**src/rtl/fifo_rdch_scheduler_if.sv**
```systemverilog
// Command-sequencer bus between the multichannel FIFO read scheduler and its
// surroundings: fill/free status in, one-at-a-time read commands out.
interface fifo_rdch_scheduler_if #(
    parameter int RD_CHANNEL_CNT   = 5,
    parameter int RD_CHANNEL_DEPTH = 1024
);
    localparam int CW = $clog2(RD_CHANNEL_DEPTH) + 1;
    localparam int SW = (RD_CHANNEL_CNT > 1) ? $clog2(RD_CHANNEL_CNT) : 1;

    logic                         i_enable;
    logic [RD_CHANNEL_CNT-1:0]    i_ch_mask;
    logic [RD_CHANNEL_CNT*CW-1:0] i_ch_fill;
    logic [CW-1:0]                i_dst_free;
    logic                         i_cmd_ready;

    logic                         o_cmd_valid;
    logic [SW-1:0]                o_cmd_rdchsel;
    logic [CW-1:0]                o_cmd_rdcnt;
    logic                         o_busy;
    logic [SW-1:0]                o_last_ch;
    logic [31:0]                  o_cmd_count;
    logic                         o_timeout_err;

    // scheduler side
    modport master (
        input  i_enable, i_ch_mask, i_ch_fill, i_dst_free, i_cmd_ready,
        output o_cmd_valid, o_cmd_rdchsel, o_cmd_rdcnt, o_busy, o_last_ch,
               o_cmd_count, o_timeout_err
    );

    // status provider / read controller side
    modport slave (
        output i_enable, i_ch_mask, i_ch_fill, i_dst_free, i_cmd_ready,
        input  o_cmd_valid, o_cmd_rdchsel, o_cmd_rdcnt, o_busy, o_last_ch,
               o_cmd_count, o_timeout_err
    );
endinterface

```
**src/rtl/fifo_rdch_scheduler.sv**
```systemverilog
// Round-robin read-command sequencer for the multichannel FIFO: one command in
// flight at a time, each sized to what the channel holds and downstream accepts.

// Per-channel eligibility and fill clamp.
module fifo_rdch_lane #(
    parameter int CW    = 11,
    parameter int DEPTH = 1024
) (
    input  logic          mask,
    input  logic [CW-1:0] fill,
    output logic          elig,
    output logic [CW-1:0] fill_clamped
);
    localparam logic [CW-1:0] DEPTH_C = CW'(DEPTH);

    assign fill_clamped = (fill > DEPTH_C) ? DEPTH_C : fill;
    assign elig         = mask && (fill != '0);
endmodule

module fifo_rdch_scheduler #(
    parameter int RD_CHANNEL_CNT   = 5,
    parameter int RD_CHANNEL_DEPTH = 1024,
    parameter int MAX_BURST        = 256,
    parameter int ACK_TIMEOUT      = 4
) (
    input  logic                   clk,
    input  logic                   rst,
    fifo_rdch_scheduler_if.master  bus
);
    localparam int N  = RD_CHANNEL_CNT;
    localparam int CW = $clog2(RD_CHANNEL_DEPTH) + 1;
    localparam int SW = (N > 1) ? $clog2(N) : 1;
    localparam int TW = $clog2(ACK_TIMEOUT + 1) + 1;

    localparam logic [CW-1:0] MB_C   = CW'(MAX_BURST);
    localparam logic [TW-1:0] TO_LIM = TW'(ACK_TIMEOUT - 1);
    localparam logic [SW-1:0] LAST_C = SW'(N - 1);

    typedef enum logic [1:0] {SCAN, ISSUE, WAIT_ACK, WAIT_DONE} state_t;

    state_t              state_q, state_d;
    logic [N-1:0]        elig;
    logic [N-1:0][CW-1:0] fill_c;
    logic [SW-1:0]       rr_q;
    logic [SW-1:0]       sel_q, sel_d;
    logic [CW-1:0]       cnt_q, cnt_d;
    logic [SW-1:0]       last_q;
    logic [31:0]         count_q;
    logic                err_q;
    logic [TW-1:0]       to_q, to_next;
    logic                to_hit;
    logic                decide;

    genvar k;
    generate
        for (k = 0; k < N; k++) begin : g_lane
            fifo_rdch_lane #(.CW(CW), .DEPTH(RD_CHANNEL_DEPTH)) u_lane (
                .mask         (bus.i_ch_mask[k]),
                .fill         (bus.i_ch_fill[k*CW +: CW]),
                .elig         (elig[k]),
                .fill_clamped (fill_c[k])
            );
        end
    endgenerate

    // Rotating priority: walk offsets high to low so the nearest one to rr wins.
    logic [SW:0] j;
    always_comb begin
        sel_d = '0;
        j     = '0;
        for (int i = N - 1; i >= 0; i--) begin
            j = {1'b0, rr_q} + (SW+1)'(i);
            if (j >= (SW+1)'(N))
                j = j - (SW+1)'(N);
            if (elig[j[SW-1:0]])
                sel_d = j[SW-1:0];
        end
    end

    logic [CW-1:0] f_sel, burst;
    always_comb begin
        f_sel = fill_c[sel_d];
        burst = (f_sel > MB_C) ? MB_C : f_sel;
        cnt_d = (burst > bus.i_dst_free) ? bus.i_dst_free : burst;
    end

    assign decide  = bus.i_enable && bus.i_cmd_ready && (bus.i_dst_free != '0) && (|elig);
    assign to_next = to_q + TW'(1);
    // The incremented count reaching the limit ends the wait, so ACK_TIMEOUT=4
    // gives three ready-high WAIT_ACK cycles before falling back to SCAN.
    assign to_hit  = (to_next >= TO_LIM);

    always_ff @(posedge clk or negedge rst) begin
        if (!rst)
            state_q <= SCAN;
        else
            state_q <= state_d;
    end

    always_comb begin
        state_d = state_q;
        case (state_q)
            SCAN:      if (decide) state_d = ISSUE;
            ISSUE:     state_d = WAIT_ACK;
            WAIT_ACK: begin
                if (!bus.i_cmd_ready)
                    state_d = WAIT_DONE;
                else if (to_hit)
                    state_d = SCAN;
            end
            WAIT_DONE: if (bus.i_cmd_ready) state_d = SCAN;
            default:   state_d = SCAN;
        endcase
    end

    // sel/cnt are latched at the decision edge, so they appear with the strobe
    // and hold until the next decision.
    always_ff @(posedge clk or negedge rst) begin
        if (!rst) begin
            sel_q   <= '0;
            cnt_q   <= '0;
            rr_q    <= '0;
            last_q  <= '0;
            count_q <= '0;
            err_q   <= 1'b0;
            to_q    <= '0;
        end else begin
            case (state_q)
                SCAN: begin
                    if (decide) begin
                        sel_q <= sel_d;
                        cnt_q <= cnt_d;
                    end
                end
                ISSUE: begin
                    count_q <= count_q + 32'd1;
                    last_q  <= sel_q;
                    rr_q    <= (sel_q == LAST_C) ? '0 : sel_q + SW'(1);
                    to_q    <= '0;
                end
                WAIT_ACK: begin
                    if (bus.i_cmd_ready) begin
                        to_q <= to_next;
                        if (to_hit)
                            err_q <= 1'b1;
                    end
                end
                default: ;
            endcase
        end
    end

    assign bus.o_cmd_valid   = (state_q == ISSUE);
    assign bus.o_cmd_rdchsel = sel_q;
    assign bus.o_cmd_rdcnt   = cnt_q;
    assign bus.o_busy        = (state_q != SCAN);
    assign bus.o_last_ch     = last_q;
    assign bus.o_cmd_count   = count_q;
    assign bus.o_timeout_err = err_q;
endmodule

```
**src/flat_wrapper.sv**
```systemverilog
// flat-port wrapper written by rule: the top's interface ports become plain ports
module fifo_rdch_scheduler_flat 
#(
    parameter int RD_CHANNEL_CNT   = 5,
    parameter int RD_CHANNEL_DEPTH = 1024,
    parameter int MAX_BURST        = 256,
    parameter int ACK_TIMEOUT      = 4
)
  (clk, rst, bus_i_enable, bus_i_ch_mask, bus_i_ch_fill, bus_i_dst_free, bus_i_cmd_ready, bus_o_cmd_valid, bus_o_cmd_rdchsel, bus_o_cmd_rdcnt, bus_o_busy, bus_o_last_ch, bus_o_cmd_count, bus_o_timeout_err);
  fifo_rdch_scheduler_if #(.RD_CHANNEL_CNT(RD_CHANNEL_CNT), .RD_CHANNEL_DEPTH(RD_CHANNEL_DEPTH)) bus_i ();
  input  logic clk;
  input  logic rst;
  input wire logic [$bits(bus_i.i_enable)-1:0] bus_i_enable;
  input wire logic [$bits(bus_i.i_ch_mask)-1:0] bus_i_ch_mask;
  input wire logic [$bits(bus_i.i_ch_fill)-1:0] bus_i_ch_fill;
  input wire logic [$bits(bus_i.i_dst_free)-1:0] bus_i_dst_free;
  input wire logic [$bits(bus_i.i_cmd_ready)-1:0] bus_i_cmd_ready;
  output wire logic [$bits(bus_i.o_cmd_valid)-1:0] bus_o_cmd_valid;
  output wire logic [$bits(bus_i.o_cmd_rdchsel)-1:0] bus_o_cmd_rdchsel;
  output wire logic [$bits(bus_i.o_cmd_rdcnt)-1:0] bus_o_cmd_rdcnt;
  output wire logic [$bits(bus_i.o_busy)-1:0] bus_o_busy;
  output wire logic [$bits(bus_i.o_last_ch)-1:0] bus_o_last_ch;
  output wire logic [$bits(bus_i.o_cmd_count)-1:0] bus_o_cmd_count;
  output wire logic [$bits(bus_i.o_timeout_err)-1:0] bus_o_timeout_err;
  assign bus_i.i_enable = bus_i_enable;
  assign bus_i.i_ch_mask = bus_i_ch_mask;
  assign bus_i.i_ch_fill = bus_i_ch_fill;
  assign bus_i.i_dst_free = bus_i_dst_free;
  assign bus_i.i_cmd_ready = bus_i_cmd_ready;
  assign bus_o_cmd_valid = bus_i.o_cmd_valid;
  assign bus_o_cmd_rdchsel = bus_i.o_cmd_rdchsel;
  assign bus_o_cmd_rdcnt = bus_i.o_cmd_rdcnt;
  assign bus_o_busy = bus_i.o_busy;
  assign bus_o_last_ch = bus_i.o_last_ch;
  assign bus_o_cmd_count = bus_i.o_cmd_count;
  assign bus_o_timeout_err = bus_i.o_timeout_err;
  fifo_rdch_scheduler #(.RD_CHANNEL_CNT(RD_CHANNEL_CNT), .RD_CHANNEL_DEPTH(RD_CHANNEL_DEPTH), .MAX_BURST(MAX_BURST), .ACK_TIMEOUT(ACK_TIMEOUT)) u_core (.clk(clk), .rst(rst), .bus(bus_i));
endmodule
```
**config.mk**
```make
export PLATFORM = sky130hd
export DESIGN_NAME = fifo_rdch_scheduler_flat
export DESIGN_NICKNAME = d
export VERILOG_FILES = /design/src/rtl/fifo_rdch_scheduler_if.sv /design/src/rtl/fifo_rdch_scheduler.sv /design/src/flat_wrapper.sv
export SDC_FILE = /design/constraint.sdc
export NUM_CORES = 1
export LEC_CHECK = 0
export BUFFER_PORTS_ARGS = -buffer_cell sky130_fd_sc_hd__clkbuf_2
export CORE_MARGIN = 2
export CORE_UTILIZATION = 58
export DETAILED_ROUTE_END_ITERATION = 8
export GPL_ROUTABILITY_DRIVEN = 1
export PLACE_DENSITY = 0.91
export SLEW_MARGIN = 15
export SYNTH_ARGS = -nofsm -noshare
export SYNTH_HDL_FRONTEND = slang
export SYNTH_SLANG_ARGS = --single-unit
```
**constraint.sdc**
```tcl
create_clock -name clk -period 12.56 [get_ports clk]
set_input_delay 1.884 -clock clk [delete_from_list [all_inputs] [get_ports clk]]
set_output_delay 1.884 -clock clk [all_outputs]
set_load 0.01 [all_outputs]
```
==> summary.txt, run 1 <==
Hold WC Path Type: flip-flop to flip-flop
FF-to-FF Start: u_core.rr_q[0]
Congestion Overflow GR: 0
Worst-skew pair later-pin latency: 350 ps
Vias per cell: 6.593
Final worst-path cycle share: 64.38%
Post-Route WL: 15.65 mm
First-pass GRT wire length: 23.49 mm
TritonCTS clock tree: done
Placement Cell Area: 5504 um^2
Minimum clock period: 8086 ps
Vias post-DR: 5301
DRC viols: 0
CP most frequent cell: o21a_1
VDD IR-drop max: 0.1336 mV
Slowest-stage cell, CP: dfrtp_1
Crit end category: flip-flop
Port Buf Inserts: 126
CTS clk-pin slew, worst paths: 80 ps
Post-DRT Antenna Nets: 0
Largest family of logic cells by synthesized area: simple AND/OR/NAND/NOR gates
Top cell type's share of synthesized area: 30.62%
Synth Area in Simple Gates: 25.61%
Mux cell area share after synthesis: 2.647%
#FFs+latches synth: 59
Critical path's top delay family: compound AO/OA/AOI/OAI gates
Critical path buffer and inverter count: 1
CORE AREA: 8134 um^2
Fin area: 5728 um^2
Htree depth: 3
First drt pass iteration count: 5
Worst slew pin tran: 959.1 ps
Rel. slew slack: 36.05%
Die X: 95.18 um
Synth Area in XOR/XNOR: 6.175%
Initial Util: 59.28%
Layout cells sized above 1: 25.04%
Worst Hold Launch: u_core.bus.o_cmd_count[31]
Post-synth EDFFs: 0
Sum of negative setup slack: 0 ps
Clock Skew: 11.59 ps
Initial antenna violation count: 0
Final core utilization: 70.42%
Post-DP HPWL: 11.88 mm
Most frequent cells after synthesis: dfrtp_1, nand2_1, nor2_1
Startpoint types: flip-flop
# rows: 33
Mapped Cells: 578
Synth top area cells: dfrtp_1, ha_1, xnor2_1
Fin. Hold Viols: 0
Post-synth top area cell: dfrtp_1
Crit path kind: flip-flop to flip-flop
Worst Path Arrival: 8330 ps
GRT Total Usage: 33.39%
Adder-cell area share of the yosys netlist: 6.642%
Status: finished, final reports clean
Post-synth cell types: 72
Die extent in y: 95.18 um
CP Max Fanout: 25
Post-CTS setup repair buffer count: 0
Data required, critical path: 12810 ps
Hold_ws: 479.1 ps
ANT cells: 0
Setup crit start: u_core.rr_q[0]
Final setup violation count: 0
Initial drt markers: 482
Die area: 9059 um^2
Cts repair resizes: 0
Compound-Gate Fraction of Synth Area: 23.46%
Hold Buf Count CTS: 0
Static Leak: 0.002665 uW
Asr flop ratio synth: 100.0%
Max Slew Vio Count: 0
Unrepaired setup endpoints after global routing: no
Max Root-Sink Buffers: 2
Ys flop type: dfrtp_1
RePlAce Congestion: 1.035
Root Driver: clkbuf_8
Vias in the first global route: 4844
CTS Buf Count: 9
CP peak stage delay: 910 ps
Post-synthesis sequential area ratio: 30.62%
Count leader, synth: dfrtp_1
Pin count of the biggest net entering global routing: 60
Average size of a mapped cell: 8.343 um^2
Placed cells: 788
I/O pin cnt: 127
Pwr Density: 252.2 nW/um^2
NumNets Final: 794
Final Non-Filler Cells: 804
Synthesized area: 4822 um^2
Layout area overhead: 18.79%
Fill count: 593
MaxCap Viol Count: 0
Synth Warn #: 0
Drt wl/cell: 19.46 um
Achievable Freq: 123.7 MHz
CTS sink count: 59
-- flip-flops by register name (all words and copies together), names as in the netlist --
| signal | count |
|---|---|
| u_core.to_q | 4 |
| u_core.bus.o_timeout_err | 1 |
| u_core.bus.o_cmd_rdchsel | 3 |
| u_core.rr_q | 3 |
| u_core.bus.o_last_ch | 3 |
| u_core.bus.o_cmd_count | 32 |
| u_core.state_q | 2 |
| u_core.bus.o_cmd_rdcnt | 11 |
-- stage by stage --
stage	power, uW	setup slack, ps
3_5_place_dp	1213	4408
6_report	1445	4474
5_1_grt	1539	3973
4_1_cts	1416	4720
2_1_floorplan	991.3	5536
3_3_place_gp	1208	4688
-- cells in the final DEF, fill, tap and decap left out, drive strengths merged, types with 4 or more instances in the layout --
cell / synthesis / final
dfrtp: 59 / 59
a21oi: 18 / 18
a31oi: 5 / 5
xor2: 7 / 7
nor4: 14 / 14
inv: 32 / 34
a31o: 11 / 11
nor2b: 9 / 9
or4: 4 / 4
mux2: 6 / 6
a32oi: 5 / 5
a22oi: 11 / 11
nand3: 33 / 33
or2: 5 / 5
o211ai: 4 / 4
nand4: 11 / 11
a21o: 6 / 6
clkbuf: 20 / 135
o31ai: 11 / 11
o21a: 8 / 8
mux2i: 6 / 6
nor2: 47 / 47
nand2b: 7 / 7
nor3b: 7 / 7
ha: 24 / 24
a221oi: 7 / 7
nand2: 55 / 55
xnor2: 27 / 27
nor4b: 9 / 9
or3: 4 / 4
and3: 8 / 8
o21ai: 30 / 30
nor3: 14 / 14
-- area by class of cell --
| type | instances | area (um^2) | share of cell area, % |
|---|---|---|---|
| multi-input cells | 463 | 3123 | 54.52 |
| well taps | 105 | 131.4 | 2.294 |
| clock buffers | 9 | 123.9 | 2.163 |
| clock inverters | 7 | 100.1 | 1.747 |
| inverters | 32 | 120.1 | 2.097 |
| flip-flops and latches | 59 | 1476 | 25.78 |
| repair buffers | 129 | 653.1 | 11.40 |
-- layer usage --
layer  vias up  part of all wire (%)  GRT usage (%)
li1       2403                     -              -
met2       348                    47          56.34
met4         0                   4.4          15.58
met3        60                   8.4          6.561
met5         -                     0              0
met1      2490                    40          40.99
-- where the power goes --
| group | switching, uW | leakage (uW) | internal, uW |
|---|---|---|---|
| clock network | 83.8 | 0.000102 | 113 |
| registers | 76.2 | 0.000790 | 235 |
| logic | 578 | 0.00177 | 360 |
-- cells by family (layout without fill, tap and decap cells) --
group,after synthesis,count (layout)
buf+inv,57,177
other cells,1,2
mux,12,12
fa+ha+maj,25,25
xor+xnor,34,34
compound gates,153,153
simple gates,237,237
flops,59,59
-- path summary, 6_finish.rpt --
path	to	slack, ps	cells after the start
setup / recovery	u_core.bus.o_cmd_rdcnt[4]	4470	25
hold / removal	u_core.bus.o_cmd_count[31]	480	1
setup reg to reg	u_core.bus.o_cmd_rdcnt[4]	4470	25
hold reg to reg	u_core.bus.o_cmd_count[31]	480	1
max in group asynchronous	u_core.bus.o_cmd_count[8]	10410	2
min in group asynchronous	u_core.bus.o_cmd_count[26]	1670	2
Note: power is estimated with default switching activity, not from simulation.
==> inputs of run 2 (changes only) <==
ABC_AREA = 1   (was default)
CORE_UTILIZATION = 54   (was 58)
PLACE_DENSITY = 0.85   (was 0.91)
clock period = 7.45 ns   (was 12.56 ns; I/O delays follow)
==> run 2 against run 1 <==
Net effect: via count is 3.6% lower; highest routed layer unchanged; critical path depth rose by 17; first-iteration DRC count shrank 59%; clock power increased by 69%.
==> summary.txt, run 2 <==
Unrepaired setup endpoints after global routing: no
Pwr Density: 466.1 nW/um^2
# rows: 34
Max Root-Sink Buffers: 2
First-pass GRT wire length: 21.18 mm
Max reg flops: 32
#FFs+latches synth: 59
Layout cells sized above 1: 18.55%
ANT cells: 0
CORE AREA: 8763 um^2
Compound-Gate Fraction of Synth Area: 9.844%
Adder-cell area share of the yosys netlist: 6.546%
Post-synth cell types: 44
Crit path kind: flip-flop to flip-flop
Synth top area cells: dfrtp_1, nand2_1, inv_1
CP most frequent cell: nand2_1
Fin. Hold Viols: 0
Minimum clock period: 6478 ps
Die X: 99.20 um
Mapped Cells: 761
Synth Area in XOR/XNOR: 5.344%
Port Buf Inserts: 126
Crit end category: flip-flop
Post-DRT Antenna Nets: 0
Placed cells: 987
Congestion Overflow GR: 0
Vias post-DR: 5111
Final Non-Filler Cells: 1003
Initial Util: 55.84%
Vias in the first global route: 4770
Htree depth: 3
Slowest-stage cell, CP: dfrtp_1
FF+latch area: 1476 um^2
Final core utilization: 66.45%
Synth Area in Simple Gates: 37.43%
CP Max Fanout: 29
Worst slew pin tran: 730.8 ps
CP peak stage delay: 610 ps
Post-synth top area cell: dfrtp_1
Mux cell area share after synthesis: 0%
Final setup violation count: 0
Rel. slew slack: 51.28%
DRC viols: 0
Initial antenna violation count: 0
Post-CTS setup repair buffer count: 0
I/O pin cnt: 127
Average size of a mapped cell: 6.430 um^2
Drt wl/cell: 12.45 um
Asr flop ratio synth: 100.0%
Pin count of the biggest net entering global routing: 60
NumNets Final: 990
TritonCTS clock tree: done
Largest family of logic cells by synthesized area: simple AND/OR/NAND/NOR gates
Final worst slack: 972.2 ps
Worst Path Arrival: 6770 ps
Die extent in y: 99.20 um
Synth Warn #: 0
Count leader, synth: nand2_1
Layout area overhead: 19.00%
Hold Buf Count CTS: 0
Clock Skew: 7.933 ps
Top cell type's share of synthesized area: 30.17%
CTS clk-pin slew, worst paths: 70 ps
Most frequent cells in the layout: nand2_1, clkbuf_2, inv_1, nor2_1, dfrtp_1
Static Leak: 0.003412 uW
Vias per cell: 5.096
Cts repair resizes: 0
Post-synth EDFFs: 0
Sum of negative setup slack: 0 ps
Max Slew Vio Count: 0
Fill count: 798
Final worst-path cycle share: 86.95%
Synthesized area: 4893 um^2
Root Driver: clkbuf_8
Hold WC Path Type: flip-flop to flip-flop
Worst-skew pair later-pin latency: 350 ps
Post-synthesis sequential area ratio: 30.17%
CTS Buf Count: 9
RePlAce Congestion: 0.9464
First drt pass iteration count: 5
Most common cell after layout, fill and taps aside: nand2_1
Post-Route WL: 12.49 mm
Achievable Freq: 154.4 MHz
VDD IR-drop max: 0.2474 mV
GRT Total Usage: 25.97%
Die area: 9840 um^2
Ys flop type: dfrtp_1
MaxCap Viol Count: 0
Post-place setup slack: 1209 ps
Data required, critical path: 7740 ps
Area occupied by multi-input gates: 2903 um^2
Most frequent cells after synthesis: nand2_1, inv_1, nor2_1
Overall Power: 2714 uW
Startpoint types: flip-flop
Initial drt markers: 196
Status: finished, final reports clean
Post-DP HPWL: 9.833 mm
CTS sink count: 59
[run 2: changes by cell type after synthesis, moves of 10 or more]
cell      change
nand2_1     +185
a22oi_1      -10
xor2_1       +14
xnor2_1      -20
a21oi_1      +18
a31o_2       -10
nor2_1       +38
nand3_1      +21
inv_1        +79
clkbuf_1     -17
[run 2: through the flow]
step                hold slack, ps  area, um^2
global route                 509.7        5823
CTS                          479.3        5823
global placement             457.4        5599
detailed placement           461.8        5599
floorplan                    506.7        4897
finish                       475.5        5823
[run 2: cells by family after synthesis]
kind of cell | after synthesis
compound gates | 86
xor+xnor | 29
fa+ha+maj | 25
buf+inv | 129
flops | 59
other cells | 1
simple gates | 432
[run 2: layout make-up]
class	instances	share of cell area, %
Clock buffer	9	2.127
Clock inverter	7	1.719
Inverter	119	7.671
Multi-Input combinational cell	574	49.85
Sequential cell	59	25.35
Tap cell	108	2.321
Timing Repair Buffer	127	10.96
[run 2: routing by layer]
layer  track usage, %  vias up  wire (um)
li1                 -     2663          -
met1            34.41     2254       5629
met2            42.98      168       5861
met3            5.411       26        752
met4            7.798        0        246
met5                0        -          0
[run 2: critical path, delay by kind of cell, from the launching register on]
family | cells | cell delay [ps]
buffers and inverters | 6 | 860
AOI/OAI and AO/OA | 11 | 1720
DFF | 1 | 610
and+or+nand+nor | 22 | 2410
adders and majority gates | 3 | 820
[run 2: worst paths after layout]
| kind | startpoint | cells after the start | to | slack [ps] |
|---|---|---|---|---|
| setup / recovery | u_core.rr_q[0] | 42 | u_core.bus.o_cmd_rdcnt[8] | 970 |
| hold / removal | u_core.bus.o_last_ch[2] | 2 | u_core.bus.o_last_ch[2] | 480 |
| setup reg to reg | u_core.rr_q[0] | 42 | u_core.bus.o_cmd_rdcnt[8] | 970 |
| hold reg to reg | u_core.bus.o_last_ch[2] | 2 | u_core.bus.o_last_ch[2] | 480 |
| max in group asynchronous | rst | 2 | u_core.bus.o_cmd_count[27] | 6050 |
| min in group asynchronous | rst | 2 | u_core.rr_q[2] | 910 |
[run 2: report_power, final]
| group | leakage, uW | internal [uW] | switching [uW] | total [uW] |
|---|---|---|---|---|
| clock | 0.000114 | 191 | 141 | 332 |
| sequential | 0.000784 | 394 | 80.8 | 475 |
| combinational | 0.00251 | 623 | 1280 | 1910 |
| total | 0.00341 | 1210 | 1510 | 2710 |
